===== config.mk =====
export PLATFORM = sky130hd
export DESIGN_NAME = uart_cmd_parser
export DESIGN_NICKNAME = d
export VERILOG_FILES = /design/src/rtl/uart_cal_pkg.sv /design/src/rtl/uart_dec_acc.sv /design/src/rtl/uart_cmd_parser.sv
export SDC_FILE = /design/constraint.sdc
export NUM_CORES = 1
export LEC_CHECK = 0
export CORE_ASPECT_RATIO = 0.9
export CORE_MARGIN = 2
export CORE_UTILIZATION = 62
export DETAILED_ROUTE_END_ITERATION = 10
export DONT_BUFFER_PORTS = 1
export HOLD_SLACK_MARGIN = 0.15
export PLACE_DENSITY_LB_ADDON = 0.2
export SYNTH_ARGS = -nofsm -noshare
export SYNTH_HDL_FRONTEND = slang
export SYNTH_SLANG_ARGS = --single-unit

===== constraint.sdc =====
create_clock -name clk -period 4.4 [get_ports clk]
set_input_delay 0.22 -clock clk [delete_from_list [all_inputs] [get_ports clk]]
set_output_delay 0.22 -clock clk [all_outputs]
set_load 0.02 [all_outputs]

===== src/rtl/uart_cal_pkg.sv =====
// Shared constants and types for the UART calculator command parser.
// Covers ASCII codes, opcode and error encodings, and the parser state type.
package uart_cal_pkg;

    localparam logic [7:0] ASC_0     = 8'h30;
    localparam logic [7:0] ASC_9     = 8'h39;
    localparam logic [7:0] ASC_PLUS  = 8'h2B;
    localparam logic [7:0] ASC_MINUS = 8'h2D;
    localparam logic [7:0] ASC_MUL   = 8'h2A;
    localparam logic [7:0] ASC_DIV   = 8'h2F;
    localparam logic [7:0] ASC_EQ    = 8'h3D;
    localparam logic [7:0] ASC_CR    = 8'h0D;
    localparam logic [7:0] ASC_SP    = 8'h20;
    localparam logic [7:0] ASC_ESC   = 8'h1B;

    localparam logic [1:0] OP_ADD = 2'b00;
    localparam logic [1:0] OP_SUB = 2'b01;
    localparam logic [1:0] OP_MUL = 2'b10;
    localparam logic [1:0] OP_DIV = 2'b11;

    localparam logic [1:0] ERR_NONE    = 2'b00;
    localparam logic [1:0] ERR_ILLEGAL = 2'b01;
    localparam logic [1:0] ERR_OVF     = 2'b10;
    localparam logic [1:0] ERR_BUSY    = 2'b11;

    typedef enum logic [1:0] {
        S_A    = 2'b00,
        S_B    = 2'b01,
        S_OUT  = 2'b10,
        S_SKIP = 2'b11
    } state_t;

    // Returns {is_operator, opcode}.
    function automatic logic [2:0] decode_op(input logic [7:0] c);
        logic [2:0] res;
        case (c)
            ASC_PLUS:  res = {1'b1, OP_ADD};
            ASC_MINUS: res = {1'b1, OP_SUB};
            ASC_MUL:   res = {1'b1, OP_MUL};
            ASC_DIV:   res = {1'b1, OP_DIV};
            default:   res = 3'b000;
        endcase
        return res;
    endfunction

endpackage


===== src/rtl/uart_dec_acc.sv =====
// Decimal accumulator: value <= value*10 + digit, with an overflow flag that
// reports whether loading the presented digit would exceed DATA_W bits.
module uart_dec_acc #(
    parameter int unsigned DATA_W = 16
) (
    input  logic              clk,
    input  logic              rst,
    input  logic              clear,
    input  logic              load,
    input  logic [3:0]        digit,
    output logic [DATA_W-1:0] value,
    output logic              ovf
);

    localparam int unsigned AccW = DATA_W + 4;

    logic [DATA_W-1:0] acc_q;
    logic [AccW-1:0]   acc_ext;
    logic [AccW-1:0]   next_val;

    // x*10 as x*8 + x*2; the 4 extra bits hold the worst case (2^W-1)*10+9.
    always_comb begin
        acc_ext  = {4'b0000, acc_q};
        next_val = (acc_ext << 3) + (acc_ext << 1) + {{DATA_W{1'b0}}, digit};
        ovf      = |next_val[AccW-1:DATA_W];
    end

    always_ff @(posedge clk) begin
        if (rst || clear) begin
            acc_q <= '0;
        end else if (load) begin
            acc_q <= next_val[DATA_W-1:0];
        end
    end

    assign value = acc_q;

endmodule


===== src/rtl/uart_cmd_parser.sv =====
// Parses "A<op>B=" ASCII commands from the UART receiver into operands and an opcode.
// Optional byte echo toward the transmitter is enabled by defining UART_ECHO_EN.
module uart_cmd_parser
    import uart_cal_pkg::*;
#(
    parameter int unsigned DATA_W = 16
) (
    input  logic              clk,
    input  logic              rst,
    input  logic [7:0]        rx_data,
    input  logic              rx_valid,
    output logic [DATA_W-1:0] operand_a,
    output logic [DATA_W-1:0] operand_b,
    output logic [1:0]        opcode,
    output logic              cmd_valid,
    input  logic              cmd_ready,
    output logic              err,
    output logic [1:0]        err_code,
    output logic [7:0]        echo_data,
    output logic              echo_valid
);

    state_t     state_q, state_d;
    logic       rx_valid_q;
    logic       a_seen_q, a_seen_d;
    logic       b_seen_q, b_seen_d;
    logic [1:0] opcode_q, opcode_d;
    logic       err_q, err_d;
    logic [1:0] err_code_q, err_code_d;

    logic       accept;
    logic       is_digit, is_term, is_esc, is_sp;
    logic [2:0] op_dec;
    logic [3:0] digit;
    logic       clear_acc, load_a, load_b;
    logic       ovf_a, ovf_b;

    // Accept exactly one byte per rx_valid rising edge.
    assign accept   = rx_valid & ~rx_valid_q;
    assign is_digit = (rx_data >= ASC_0) && (rx_data <= ASC_9);
    assign is_term  = (rx_data == ASC_EQ) || (rx_data == ASC_CR);
    assign is_esc   = (rx_data == ASC_ESC);
    assign is_sp    = (rx_data == ASC_SP);
    assign op_dec   = decode_op(rx_data);
    assign digit    = rx_data[3:0];

    uart_dec_acc #(.DATA_W(DATA_W)) u_acc_a (
        .clk   (clk),
        .rst   (rst),
        .clear (clear_acc),
        .load  (load_a),
        .digit (digit),
        .value (operand_a),
        .ovf   (ovf_a)
    );

    uart_dec_acc #(.DATA_W(DATA_W)) u_acc_b (
        .clk   (clk),
        .rst   (rst),
        .clear (clear_acc),
        .load  (load_b),
        .digit (digit),
        .value (operand_b),
        .ovf   (ovf_b)
    );

    always_ff @(posedge clk) begin
        if (rst) begin
            state_q    <= S_A;
            rx_valid_q <= 1'b0;
            a_seen_q   <= 1'b0;
            b_seen_q   <= 1'b0;
            opcode_q   <= OP_ADD;
            err_q      <= 1'b0;
            err_code_q <= ERR_NONE;
        end else begin
            state_q    <= state_d;
            rx_valid_q <= rx_valid;
            a_seen_q   <= a_seen_d;
            b_seen_q   <= b_seen_d;
            opcode_q   <= opcode_d;
            err_q      <= err_d;
            err_code_q <= err_code_d;
        end
    end

    always_comb begin
        state_d    = state_q;
        a_seen_d   = a_seen_q;
        b_seen_d   = b_seen_q;
        opcode_d   = opcode_q;
        err_d      = 1'b0;
        err_code_d = err_code_q;
        clear_acc  = 1'b0;
        load_a     = 1'b0;
        load_b     = 1'b0;

        unique case (state_q)
            S_A: begin
                if (accept && !is_sp) begin
                    if (is_esc) begin
                        clear_acc = 1'b1;
                    end else if (is_digit) begin
                        if (ovf_a) begin
                            err_d      = 1'b1;
                            err_code_d = ERR_OVF;
                            state_d    = S_SKIP;
                        end else begin
                            load_a   = 1'b1;
                            a_seen_d = 1'b1;
                        end
                    end else if (op_dec[2] && a_seen_q) begin
                        opcode_d = op_dec[1:0];
                        state_d  = S_B;
                    end else begin
                        err_d      = 1'b1;
                        err_code_d = ERR_ILLEGAL;
                        state_d    = S_SKIP;
                    end
                end
            end
            S_B: begin
                if (accept && !is_sp) begin
                    if (is_esc) begin
                        clear_acc = 1'b1;
                        state_d   = S_A;
                    end else if (is_digit) begin
                        if (ovf_b) begin
                            err_d      = 1'b1;
                            err_code_d = ERR_OVF;
                            state_d    = S_SKIP;
                        end else begin
                            load_b   = 1'b1;
                            b_seen_d = 1'b1;
                        end
                    end else if (is_term && b_seen_q) begin
                        state_d = S_OUT;
                    end else begin
                        err_d      = 1'b1;
                        err_code_d = ERR_ILLEGAL;
                        state_d    = S_SKIP;
                    end
                end
            end
            S_OUT: begin
                // The pending command is never disturbed; stray bytes only flag busy.
                if (accept && !is_sp) begin
                    err_d      = 1'b1;
                    err_code_d = ERR_BUSY;
                end
                if (cmd_ready) begin
                    clear_acc = 1'b1;
                    state_d   = S_A;
                end
            end
            S_SKIP: begin
                if (accept && (is_term || is_esc)) begin
                    clear_acc = 1'b1;
                    state_d   = S_A;
                end
            end
            default: state_d = S_A;
        endcase

        if (clear_acc) begin
            a_seen_d = 1'b0;
            b_seen_d = 1'b0;
        end
    end

    always_comb begin
        cmd_valid = (state_q == S_OUT);
    end

    assign opcode   = opcode_q;
    assign err      = err_q;
    assign err_code = err_code_q;

`ifdef UART_ECHO_EN
    logic [7:0] echo_data_q;
    logic       echo_valid_q;

    always_ff @(posedge clk) begin
        if (rst) begin
            echo_data_q  <= 8'h00;
            echo_valid_q <= 1'b0;
        end else begin
            echo_valid_q <= accept;
            if (accept) begin
                echo_data_q <= rx_data;
            end
        end
    end

    assign echo_data  = echo_data_q;
    assign echo_valid = echo_valid_q;
`else
    assign echo_data  = 8'h00;
    assign echo_valid = 1'b0;
`endif

endmodule


==> run_summary.xml, run 1 <==
<?xml version="1.0" encoding="UTF-8"?>
<metrics>
  <group name="outcome">
    <metric name="status" unit="">finished, final reports clean</metric>
  </group>
  <group name="die">
    <metric name="start_util" unit="%">64.2</metric>
    <metric name="placementRows" unit="">27</metric>
    <metric name="core" unit="mm²">0.00611</metric>
    <metric name="top_level_ports" unit="">59</metric>
    <metric name="die_w" unit="µm">87.9</metric>
    <metric name="die_h" unit="µm">79.5</metric>
    <metric name="design.die.area" unit="mm²">0.00698</metric>
  </group>
  <group name="route">
    <metric name="drt_pre_antenna_iters" unit="">5</metric>
    <metric name="vias_per_cell" unit="">6.01</metric>
    <metric name="drtIter0Drc" unit="">156</metric>
    <metric name="vias" unit="">3328</metric>
    <metric name="antenna_violating_nets_post_route" unit="">0</metric>
    <metric name="wire_length_per_cell" unit="µm">15.5</metric>
    <metric name="totalWireLength" unit="µm">8610</metric>
    <metric name="post-route-drc-count" unit="">0</metric>
  </group>
  <group name="sta">
    <metric name="unrepaired_setup_endpoints_after_global_routing" unit="">false</metric>
    <metric name="final.setup.tns" unit="ns">0</metric>
    <metric name="slew_headroom" unit="%">62.9</metric>
    <metric name="report.final.setup_viol" unit="">0</metric>
    <metric name="upper_clock_frequency_limit" unit="MHz">245</metric>
    <metric name="slew_violations" unit="">0</metric>
    <metric name="worst_clock_skew" unit="ns">0.00761</metric>
    <metric name="min_period" unit="ns">4.08</metric>
    <metric name="period_utilisation_layout" unit="%">92.8</metric>
    <metric name="timing_worst_slew_pin_value" unit="ns">0.555</metric>
    <metric name="final_number_of_hold_violating_endpoints" unit="">0</metric>
    <metric name="final.hold.worst_slack" unit="ns">0.188</metric>
  </group>
  <group name="clock_network">
    <metric name="cts_root_buf" unit="">sky130_fd_sc_hd__clkbuf_8</metric>
    <metric name="cts-resized-gates" unit="">0</metric>
    <metric name="cts-hold-fix-buffers" unit="">3</metric>
    <metric name="clock_tree_from_tritoncts" unit="">built</metric>
    <metric name="cts.path.max_buffers" unit="">2</metric>
    <metric name="clock_sinks" unit="">42</metric>
    <metric name="postCtsSetupRepairBufs" unit="">0</metric>
    <metric name="path_clk_slew" unit="ns">0.08</metric>
    <metric name="clk_latency" unit="ns">0.30</metric>
    <metric name="clock_tree.htree_level_count" unit="">2</metric>
    <metric name="numCtsBuffers" unit="">5</metric>
  </group>
  <group name="hold_path">
    <metric name="min-delay-start" unit="">rx_data[1]</metric>
    <metric name="hold_path_class" unit="">primary input to register</metric>
    <metric name="worstHoldEndpoint" unit="">u_acc_a.value[1]</metric>
    <metric name="hold_depth" unit="">3</metric>
  </group>
  <group name="global_routing">
    <metric name="grt_max_degree" unit="">23</metric>
    <metric name="first_global_vias" unit="">3096</metric>
    <metric name="global_route.overflow_total" unit="">0</metric>
    <metric name="antenna_found_initial" unit="">0</metric>
    <metric name="grt_first_pass_wirelength" unit="µm">14400</metric>
    <metric name="global_route.usage.total" unit="%">25.6</metric>
  </group>
  <group name="critical_path">
    <metric name="timing.rr.start" unit="">u_acc_a.value[0]</metric>
    <metric name="criticalPathCategory" unit="">register to register</metric>
    <metric name="timing.critical_path.fanout_max" unit="">19</metric>
    <metric name="worst_reg2reg_path_length_in_cells" unit="">13</metric>
    <metric name="worst_ep_required_time" unit="ns">4.58</metric>
    <metric name="regToRegEndpoint" unit="">u_acc_a.value[8]</metric>
    <metric name="cp.arrival" unit="ns">4.27</metric>
    <metric name="critPathLaunchType" unit="">register</metric>
    <metric name="ff2ff_setup_slack" unit="ns">0.32</metric>
    <metric name="worstSetupEndpointType" unit="">register</metric>
  </group>
  <group name="power">
    <metric name="power" unit="mW">0.773</metric>
    <metric name="ir_drop" unit="mV">0.145</metric>
    <metric name="leakagePower" unit="nW">2.02</metric>
    <metric name="power_density" unit="mW/mm²">190</metric>
  </group>
  <group name="synth">
    <metric name="postSynthCellCount" unit="">466</metric>
    <metric name="synthDominantCellAreaShare" unit="%">21.4</metric>
    <metric name="synthTopCellsByArea" unit="">sky130_fd_sc_hd__dfxtp_1, sky130_fd_sc_hd__ha_1, sky130_fd_sc_hd__mux2i_1, sky130_fd_sc_hd__a21oi_1, sky130_fd_sc_hd__nor2_1</metric>
    <metric name="syn-cell-area" unit="mm²">0.00392</metric>
    <metric name="synthesis.area_per_instance" unit="µm²">8.42</metric>
    <metric name="yosys_register_bits" unit="">42</metric>
    <metric name="post-synth-top-area-cell" unit="">sky130_fd_sc_hd__dfxtp_1</metric>
    <metric name="yosysWarnings" unit="">0</metric>
    <metric name="synthFlopType" unit="">sky130_fd_sc_hd__dfxtp_1</metric>
    <metric name="seq_area_frac_synth" unit="%">21.4</metric>
    <metric name="synth_edf_count" unit="">0</metric>
    <metric name="async_reset_ff_share" unit="%">0</metric>
    <metric name="synth_cell_type_count" unit="">62</metric>
  </group>
  <group name="placed_design">
    <metric name="globalplace.congestion" unit="">0.902</metric>
    <metric name="dp.final_hpwl" unit="µm">6750</metric>
    <metric name="port-buffer-count" unit="">0</metric>
  </group>
  <group name="layout">
    <metric name="multi_input_gate_area_in_the_final_layout" unit="mm²">0.00287</metric>
    <metric name="diodes" unit="">0</metric>
    <metric name="finish.net_count" unit="">544</metric>
    <metric name="final.fill_count" unit="">544</metric>
    <metric name="layout-drive-gt1-share" unit="%">4.93</metric>
    <metric name="synthToLayoutAreaGrowth" unit="%">3.57</metric>
    <metric name="area.sequential" unit="µm²">841</metric>
    <metric name="mostFrequentLayoutCells" unit="">sky130_fd_sc_hd__ha_1, sky130_fd_sc_hd__nor2_1, sky130_fd_sc_hd__a21oi_1, sky130_fd_sc_hd__dfxtp_1, sky130_fd_sc_hd__nand2_1</metric>
    <metric name="final_common_cell" unit="">sky130_fd_sc_hd__ha_1</metric>
  </group>
  <group name="run">
    <metric name="cap_viol_max_count" unit="">0</metric>
  </group>
</metrics>
[synth_stat cells (all sizes together), types with 3 or more instances]
cell type and instances:
fa 4, a221oi 4, nand3 10, buf 14, and4 3, a211oi 5, nand4 3, and3 3
dfxtp 42, nand2b 9, nor2b 11, nor3 4, xnor2 15, nand2 30, mux2i 27, nor2 51
xor2 13, o21ai 24, a21oi 46, o31ai 3, o41ai 3, and2 4, ha 62, clkbuf 9
inv 22, a21o 6, o211ai 7
[kinds of logic (layout without fill, tap and decap cells)]
family                     after synthesis  after routing  share of synthesized area, %
and+or+nand+nor                        140            140                          18.0
AOI/OAI and AO/OA                      117            117                          19.4
adders and majority gates               66             66                          21.8
buffers and inverters                   45             38                          6.12
DFF                                     42             42                          21.4
xor gates and xnor gates                28             28                          6.25
muxes                                   27             27                          6.89
other                                    1              9                        0.0956
[how the worst max path moves through the flow]
stage,slack [ns],end,start,depth (start not counted)
floorplan,0.65,u_acc_a.value[13],u_acc_a.value[0],15
global placement,0.45,u_acc_a.value[3],u_acc_a.value[0],13
detailed placement,0.35,u_acc_a.value[8],u_acc_a.value[0],13
CTS,0.32,u_acc_a.value[10],u_acc_a.value[0],13
global route,0.01,u_acc_a.value[12],u_acc_a.value[0],13
finish,0.32,u_acc_a.value[8],u_acc_a.value[0],13
[cell type report]
cell class	count	share of cell area, %
clock buffer	7	2.12
clock inverter	1	0.123
inverter	22	2.03
multi-input combinational	387	70.7
sequential	42	20.7
tap	87	2.68
timing repair buffer	8	1.66
[metrics by stage]
step / area, µm² / instances / utilization, % / setup slack, ns
after floorplan: 3950 / 474 / - / 0.645
after global placement: 3940 / 543 / 64.5 / 0.450
after detailed placement: 3940 / 543 / 64.5 / 0.348
after CTS: 4060 / 554 / 66.5 / 0.317
after global routing: 4060 / 554 / 66.5 / 0.0130
final: 4060 / 554 / 66.5 / 0.318
[power by group]
part / internal (mW) / switching (mW)
clock: 0.127 / 0.142
sequential: 0.389 / 0.0193
combinational: 0.0332 / 0.0626
[per-layer routing]
layer	global-route usage (%)	vias to the layer above	routed length [µm]
met4	5.38	0	71
met1	37.2	1535	4360
met5	0	-	0
met3	6.00	6	630
met2	38.4	115	3540
li1	-	1672	-
[critical path, cell delays in order (launching register included)]
cell and delay (ns):
sky130_fd_sc_hd__dfxtp_1 0.49, sky130_fd_sc_hd__inv_1 0.13, sky130_fd_sc_hd__fa_1 0.52, sky130_fd_sc_hd__inv_1 0.07, sky130_fd_sc_hd__fa_1 0.45, sky130_fd_sc_hd__a21o_1 0.21, sky130_fd_sc_hd__a221oi_4 0.31, sky130_fd_sc_hd__o21ai_2 0.13
sky130_fd_sc_hd__o32a_1 0.32, sky130_fd_sc_hd__xor2_1 0.17, sky130_fd_sc_hd__nor4b_4 0.44, sky130_fd_sc_hd__and2_4 0.45, sky130_fd_sc_hd__mux2i_1 0.23, sky130_fd_sc_hd__nor2_1 0.05
[flip-flops by register name (all words and copies together) (netlist names)]
register / flops
u_acc_a.value: 16
u_acc_b.value: 16
err_code: 2
opcode: 2
state_q: 2
a_seen_q: 1
b_seen_q: 1
err: 1
rx_valid_q: 1
Note: power is estimated with default switching activity, not from simulation.
==> inputs of run 2 (changes only) <==
- CORE_ASPECT_RATIO: 0.9 -> default
- RECOVER_POWER: default -> 50
==> run_summary.xml, run 2 (synthesis gave the netlist of run 1 again) <==
<?xml version="1.0" encoding="UTF-8"?>
<metrics>
  <group name="layout">
    <metric name="layout-drive-gt1-share" unit="%">4.51</metric>
    <metric name="final_cell_count_no_fill" unit="">541</metric>
    <metric name="final.fill_count" unit="">528</metric>
    <metric name="synthToLayoutAreaGrowth" unit="%">3.54</metric>
    <metric name="final_common_cell" unit="">sky130_fd_sc_hd__ha_1</metric>
    <metric name="multi_input_gate_area_in_the_final_layout" unit="mm²">0.00287</metric>
    <metric name="finish.net_count" unit="">544</metric>
    <metric name="area.sequential" unit="µm²">841</metric>
    <metric name="diodes" unit="">0</metric>
    <metric name="largest_regs" unit="">u_acc_a.value: 16 flops, u_acc_b.value: 16 flops</metric>
    <metric name="mostFrequentLayoutCells" unit="">sky130_fd_sc_hd__ha_1, sky130_fd_sc_hd__nor2_1, sky130_fd_sc_hd__a21oi_1, sky130_fd_sc_hd__dfxtp_1, sky130_fd_sc_hd__nand2_1</metric>
  </group>
  <group name="sta">
    <metric name="slew_headroom" unit="%">61.8</metric>
    <metric name="period_utilisation_layout" unit="%">92.6</metric>
    <metric name="min_period" unit="ns">4.08</metric>
    <metric name="final.setup.tns" unit="ns">0</metric>
    <metric name="upper_clock_frequency_limit" unit="MHz">245</metric>
    <metric name="slew_violations" unit="">0</metric>
    <metric name="report.final.setup_viol" unit="">0</metric>
    <metric name="timing_worst_slew_pin_value" unit="ns">0.571</metric>
    <metric name="worst_clock_skew" unit="ns">0.0101</metric>
    <metric name="unrepaired_setup_endpoints_after_global_routing" unit="">false</metric>
    <metric name="final_number_of_hold_violating_endpoints" unit="">0</metric>
  </group>
  <group name="critical_path">
    <metric name="worst_ep_required_time" unit="ns">4.58</metric>
    <metric name="worst-path-stages" unit="">13</metric>
    <metric name="worst_reg2reg_path_length_in_cells" unit="">13</metric>
    <metric name="cell_class_contributing_the_biggest_share_of_worst_path_delay" unit="">compound AO/OA/AOI/OAI gates</metric>
    <metric name="cp_num_buf_inv" unit="">2</metric>
    <metric name="ff2ff_setup_slack" unit="ns">0.32</metric>
    <metric name="worstSetupEndpointType" unit="">register</metric>
    <metric name="cp_slowest_stage_delay" unit="ns">0.51</metric>
    <metric name="cp.arrival" unit="ns">4.26</metric>
    <metric name="timing.rr.start" unit="">u_acc_a.value[0]</metric>
    <metric name="critPathLaunchType" unit="">register</metric>
    <metric name="worstSetupStartpoint" unit="">u_acc_a.value[0]</metric>
    <metric name="timing.critical_path.slowest_stage_cell" unit="">sky130_fd_sc_hd__fa_1</metric>
    <metric name="regToRegEndpoint" unit="">u_acc_a.value[14]</metric>
    <metric name="criticalPathCategory" unit="">register to register</metric>
    <metric name="timing.critical_path.fanout_max" unit="">19</metric>
    <metric name="cp_cell_sequence" unit="">inv_1, fa_1, inv_1, fa_1, a21o_1, a221oi_4, o21ai_2, o32a_1, xor2_1, nor4b_4, and2_4, mux2i_1, nor2_1</metric>
    <metric name="endpoint" unit="">u_acc_a.value[14]</metric>
  </group>
  <group name="die">
    <metric name="core" unit="mm²">0.00603</metric>
    <metric name="start_util" unit="%">65.1</metric>
    <metric name="top_level_ports" unit="">59</metric>
    <metric name="placementRows" unit="">28</metric>
    <metric name="die_h" unit="µm">83.6</metric>
    <metric name="design.die.area" unit="mm²">0.00698</metric>
    <metric name="die_w" unit="µm">83.6</metric>
  </group>
  <group name="power">
    <metric name="leakagePower" unit="nW">2.02</metric>
    <metric name="power_density" unit="mW/mm²">203</metric>
    <metric name="power" unit="mW">0.825</metric>
    <metric name="ir_drop" unit="mV">0.130</metric>
  </group>
  <group name="global_routing">
    <metric name="global_route.overflow_total" unit="">0</metric>
    <metric name="grt_first_pass_wirelength" unit="µm">14700</metric>
    <metric name="global_route.usage.total" unit="%">25.1</metric>
    <metric name="antenna_found_initial" unit="">0</metric>
    <metric name="grt_max_degree" unit="">22</metric>
    <metric name="first_global_vias" unit="">3065</metric>
  </group>
  <group name="outcome">
    <metric name="status" unit="">finished, final reports clean</metric>
  </group>
  <group name="clock_network">
    <metric name="cts-resized-gates" unit="">0</metric>
    <metric name="cts.path.max_buffers" unit="">2</metric>
    <metric name="postCtsSetupRepairBufs" unit="">0</metric>
    <metric name="clock_tree.htree_level_count" unit="">2</metric>
    <metric name="clock_sinks" unit="">42</metric>
    <metric name="numCtsBuffers" unit="">5</metric>
    <metric name="cts_root_buf" unit="">sky130_fd_sc_hd__clkbuf_8</metric>
    <metric name="clock_tree_from_tritoncts" unit="">built</metric>
    <metric name="path_clk_slew" unit="ns">0.09</metric>
    <metric name="clk_latency" unit="ns">0.30</metric>
    <metric name="cts-hold-fix-buffers" unit="">3</metric>
  </group>
  <group name="placed_design">
    <metric name="dp.final_hpwl" unit="µm">6710</metric>
    <metric name="globalplace.congestion" unit="">0.959</metric>
    <metric name="port-buffer-count" unit="">0</metric>
    <metric name="dp_cells" unit="">531</metric>
  </group>
  <group name="route">
    <metric name="post-route-drc-count" unit="">0</metric>
    <metric name="antenna_violating_nets_post_route" unit="">0</metric>
    <metric name="vias_per_cell" unit="">6.23</metric>
    <metric name="wire_length_per_cell" unit="µm">15.9</metric>
    <metric name="vias" unit="">3370</metric>
    <metric name="drtIter0Drc" unit="">287</metric>
    <metric name="totalWireLength" unit="µm">8590</metric>
    <metric name="drt_pre_antenna_iters" unit="">5</metric>
  </group>
  <group name="hold_path">
    <metric name="min-delay-start" unit="">rx_data[1]</metric>
    <metric name="hold_path_class" unit="">primary input to register</metric>
  </group>
  <group name="run">
    <metric name="cap_viol_max_count" unit="">0</metric>
  </group>
</metrics>
[run 2: cell count changes in the layout (fill, tap and decap cells not counted), sizes merged]
cell and delta:
clkbuf +1, clkinv -1, buf -2, bufinv +1
[run 2: worst min path at each step]
stage / to / slack, ns / cells after the start
2_1_floorplan: rx_valid_q / 0.35 / 1
3_3_place_gp: opcode[0] / 0.29 / 1
3_5_place_dp: opcode[0] / 0.29 / 1
4_1_cts: opcode[1] / 0.17 / 3
5_1_grt: opcode[1] / 0.21 / 3
6_report: opcode[1] / 0.17 / 3
[run 2: per-stage QoR]
| stage | worst slack [ns] | hold WS (ns) | utilization, % | cell area, µm² |
|---|---|---|---|---|
| 6_report | 0.324 | 0.170 | 67.4 | 4060 |
| 5_1_grt | 0.0440 | 0.215 | 67.4 | 4060 |
| 4_1_cts | 0.296 | 0.170 | 67.5 | 4070 |
| 3_5_place_dp | 0.335 | 0.292 | 65.2 | 3930 |
| 3_3_place_gp | 0.392 | 0.290 | 65.2 | 3930 |
| 2_1_floorplan | 0.645 | 0.348 | - | 3950 |
[run 2: layer usage]
metal	GRT usage, %	routed length, µm
met5	0	0
met4	6.45	151
met3	6.23	700
met2	37.6	3600
met1	36.2	4140
[run 2: tightest hold or removal path: cells and delay by family]
family | cells | cell delay (ns)
compound gates | 2 | 0.10
simple gates | 1 | 0.10
[run 2: power breakdown]
| group | switching [mW] | leakage [nW] | internal, mW |
|---|---|---|---|
| clock network | 0.140 | 0.0573 | 0.182 |
| registers | 0.0188 | 0.340 | 0.389 |
| logic | 0.0630 | 1.62 | 0.0329 |
| total | 0.222 | 2.02 | 0.603 |
[run 2: final cells by class]
type,count,area share (%)
tap,75,2.31
clock inverter,1,0.739
multi-input combinational,387,70.7
clock buffer,6,2.03
timing repair buffer,8,1.48
inverter,22,2.03
sequential,42,20.7
==> inputs of run 3 (changes only) <==
- CORE_UTILIZATION: 62 -> 55
==> run_summary.xml, run 3 (synthesis gave the netlist of run 1 again) <==
<?xml version="1.0" encoding="UTF-8"?>
<metrics>
  <group name="outcome">
    <metric name="status" unit="">finished, final reports clean</metric>
  </group>
  <group name="sta">
    <metric name="slew_violations" unit="">0</metric>
    <metric name="final.setup.tns" unit="ns">0</metric>
    <metric name="final.hold.worst_slack" unit="ns">0.185</metric>
    <metric name="min_period" unit="ns">4.02</metric>
    <metric name="report.final.setup_viol" unit="">0</metric>
    <metric name="slew_headroom" unit="%">58.8</metric>
    <metric name="upper_clock_frequency_limit" unit="MHz">249</metric>
    <metric name="worst_clock_skew" unit="ns">0.00633</metric>
    <metric name="timing_worst_slew_pin_value" unit="ns">0.619</metric>
    <metric name="final_number_of_hold_violating_endpoints" unit="">0</metric>
    <metric name="period_utilisation_layout" unit="%">91.4</metric>
    <metric name="unrepaired_setup_endpoints_after_global_routing" unit="">false</metric>
  </group>
  <group name="die">
    <metric name="placementRows" unit="">30</metric>
    <metric name="die_w" unit="µm">88.5</metric>
    <metric name="die_h" unit="µm">88.5</metric>
    <metric name="top_level_ports" unit="">59</metric>
    <metric name="start_util" unit="%">57.4</metric>
    <metric name="core" unit="mm²">0.00683</metric>
    <metric name="design.die.area" unit="mm²">0.00783</metric>
  </group>
  <group name="layout">
    <metric name="finish.net_count" unit="">545</metric>
    <metric name="final.fill_count" unit="">633</metric>
    <metric name="final_common_cell" unit="">sky130_fd_sc_hd__ha_1</metric>
    <metric name="largest_regs" unit="">u_acc_a.value: 16 flops, u_acc_b.value: 16 flops</metric>
    <metric name="final_cell_count_no_fill" unit="">564</metric>
    <metric name="finalCoreUtilization" unit="%">59.9</metric>
    <metric name="diodes" unit="">0</metric>
    <metric name="mostFrequentLayoutCells" unit="">sky130_fd_sc_hd__ha_1, sky130_fd_sc_hd__nor2_1, sky130_fd_sc_hd__a21oi_1, sky130_fd_sc_hd__dfxtp_1, sky130_fd_sc_hd__nand2_1</metric>
    <metric name="synthToLayoutAreaGrowth" unit="%">4.30</metric>
    <metric name="layout-drive-gt1-share" unit="%">4.49</metric>
  </group>
  <group name="route">
    <metric name="wire_length_per_cell" unit="µm">15.4</metric>
    <metric name="drt_pre_antenna_iters" unit="">5</metric>
    <metric name="antenna_violating_nets_post_route" unit="">0</metric>
    <metric name="totalWireLength" unit="µm">8680</metric>
    <metric name="vias_per_cell" unit="">5.83</metric>
    <metric name="post-route-drc-count" unit="">0</metric>
    <metric name="vias" unit="">3286</metric>
    <metric name="drtIter0Drc" unit="">270</metric>
  </group>
  <group name="critical_path">
    <metric name="cp_cell_sequence" unit="">inv_1, fa_1, inv_1, fa_1, a21o_1, a221oi_4, o21ai_2, o32a_1, xor2_1, nor4b_4, and2_4, mux2i_1, nor2_1</metric>
    <metric name="criticalPathCategory" unit="">register to register</metric>
    <metric name="cp.arrival" unit="ns">4.20</metric>
    <metric name="worstSetupStartpoint" unit="">u_acc_a.value[0]</metric>
    <metric name="worstSetupEndpointType" unit="">register</metric>
    <metric name="timing.rr.start" unit="">u_acc_a.value[0]</metric>
    <metric name="timing.critical_path.fanout_max" unit="">19</metric>
    <metric name="regToRegEndpoint" unit="">u_acc_a.value[3]</metric>
    <metric name="critPathLaunchType" unit="">register</metric>
    <metric name="cell_class_contributing_the_biggest_share_of_worst_path_delay" unit="">compound AO/OA/AOI/OAI gates</metric>
    <metric name="worst_ep_required_time" unit="ns">4.57</metric>
    <metric name="timing.critical_path.slowest_stage_cell" unit="">sky130_fd_sc_hd__fa_1</metric>
    <metric name="ff2ff_setup_slack" unit="ns">0.38</metric>
    <metric name="cp_slowest_stage_delay" unit="ns">0.51</metric>
    <metric name="cp_num_buf_inv" unit="">2</metric>
    <metric name="worst_reg2reg_path_length_in_cells" unit="">13</metric>
  </group>
  <group name="global_routing">
    <metric name="grt_util_met2" unit="%">33.4</metric>
    <metric name="grt_first_pass_wirelength" unit="µm">14100</metric>
    <metric name="grt_max_degree" unit="">21</metric>
    <metric name="global_route.usage.total" unit="%">22.5</metric>
    <metric name="met1_usage" unit="%">33.3</metric>
    <metric name="grt_busiest_layer" unit="">met2</metric>
    <metric name="antenna_found_initial" unit="">0</metric>
    <metric name="gr_layer_usage_met3" unit="%">5.32</metric>
    <metric name="global_route.overflow_total" unit="">0</metric>
    <metric name="first_global_vias" unit="">3020</metric>
  </group>
  <group name="clock_network">
    <metric name="path_clk_slew" unit="ns">0.09</metric>
    <metric name="postCtsSetupRepairBufs" unit="">0</metric>
    <metric name="clock_tree_from_tritoncts" unit="">built</metric>
    <metric name="clk_latency" unit="ns">0.30</metric>
    <metric name="cts-hold-fix-buffers" unit="">4</metric>
    <metric name="clock_sinks" unit="">42</metric>
    <metric name="clock_tree.htree_level_count" unit="">2</metric>
    <metric name="cts_root_buf" unit="">sky130_fd_sc_hd__clkbuf_8</metric>
    <metric name="cts.path.max_buffers" unit="">2</metric>
    <metric name="cts-resized-gates" unit="">0</metric>
    <metric name="numCtsBuffers" unit="">5</metric>
  </group>
  <group name="hold_path">
    <metric name="min-delay-start" unit="">rx_data[1]</metric>
    <metric name="hold_path_class" unit="">primary input to register</metric>
    <metric name="worstHoldEndpoint" unit="">u_acc_a.value[1]</metric>
    <metric name="hold_depth" unit="">3</metric>
  </group>
  <group name="placed_design">
    <metric name="dp.final_hpwl" unit="µm">6750</metric>
    <metric name="globalplace.congestion" unit="">0.864</metric>
    <metric name="port-buffer-count" unit="">0</metric>
    <metric name="dp_cells" unit="">552</metric>
  </group>
  <group name="power">
    <metric name="power_density" unit="mW/mm²">197</metric>
    <metric name="leakagePower" unit="nW">2.02</metric>
    <metric name="ir_drop" unit="mV">0.104</metric>
  </group>
  <group name="run">
    <metric name="cap_viol_max_count" unit="">0</metric>
  </group>
</metrics>
-- run 3: changes by cell type in the layout (fill, tap and decap cells not counted) --
| cell | before | now |
|---|---|---|
| sky130_fd_sc_hd__clkbuf_8 | 6 | 8 |
| sky130_fd_sc_hd__clkbuf_1 | 2 | 3 |
| sky130_fd_sc_hd__bufinv_16 | 1 | 0 |
| sky130_fd_sc_hd__buf_4 | 3 | 2 |
| sky130_fd_sc_hd__dlygate4sd3_1 | 3 | 4 |
-- run 3: area by class of cell --
cell class | count | area, µm² | share of cell area [%]
sequential | 42 | 841 | 20.5
inverter | 22 | 82.6 | 2.02
clock buffer | 8 | 110 | 2.69
timing repair buffer | 9 | 66.3 | 1.62
tap | 96 | 120 | 2.93
multi-input combinational | 387 | 2870 | 70.2
-- run 3: metrics by stage --
step                      power (mW)  cell area [µm²]  setup slack [ns]
after floorplan                0.498             3950             0.645
after global placement         0.505             3950             0.443
after detailed placement       0.507             3950             0.393
after CTS                      0.816             4100             0.365
after global routing           0.840             4090             0.109
final                          0.808             4090             0.377
-- run 3: worst max path at each step --
stage                     depth (start not counted)                end  slack (ns)
final                                            13   u_acc_a.value[3]        0.38
after global placement                           13   u_acc_a.value[7]        0.44
after floorplan                                  15  u_acc_a.value[13]        0.65
after detailed placement                         13   u_acc_a.value[8]        0.39
after global routing                             13  u_acc_a.value[14]        0.11
after CTS                                        13  u_acc_a.value[14]        0.36
-- run 3: worst reg2reg max path: cells and delay by family, from the launching register on --
kind | cells | cell delay (ns)
AOI/OAI and AO/OA | 4 | 0.99
buffers and inverters | 2 | 0.20
DFF | 1 | 0.50
and+or+nand+nor | 3 | 0.87
muxes | 1 | 0.23
adders and majority gates | 2 | 0.96
xor gates and xnor gates | 1 | 0.16
-- run 3: report_power, final --
| group | internal (mW) | switching, mW | leakage [nW] | total [mW] |
|---|---|---|---|---|
| Sequential | 0.389 | 0.0187 | 0.340 | 0.407 |
| Clock | 0.159 | 0.147 | 0.0575 | 0.306 |
| Combinational | 0.0331 | 0.0620 | 1.63 | 0.0951 |
-- run 3: per-layer routing --
layer / up-vias / wire (µm)
met3: 7 / 663
met5: - / 0
met2: 111 / 3560
li1: 1670 / -
met1: 1498 / 4390
met4: 0 / 61
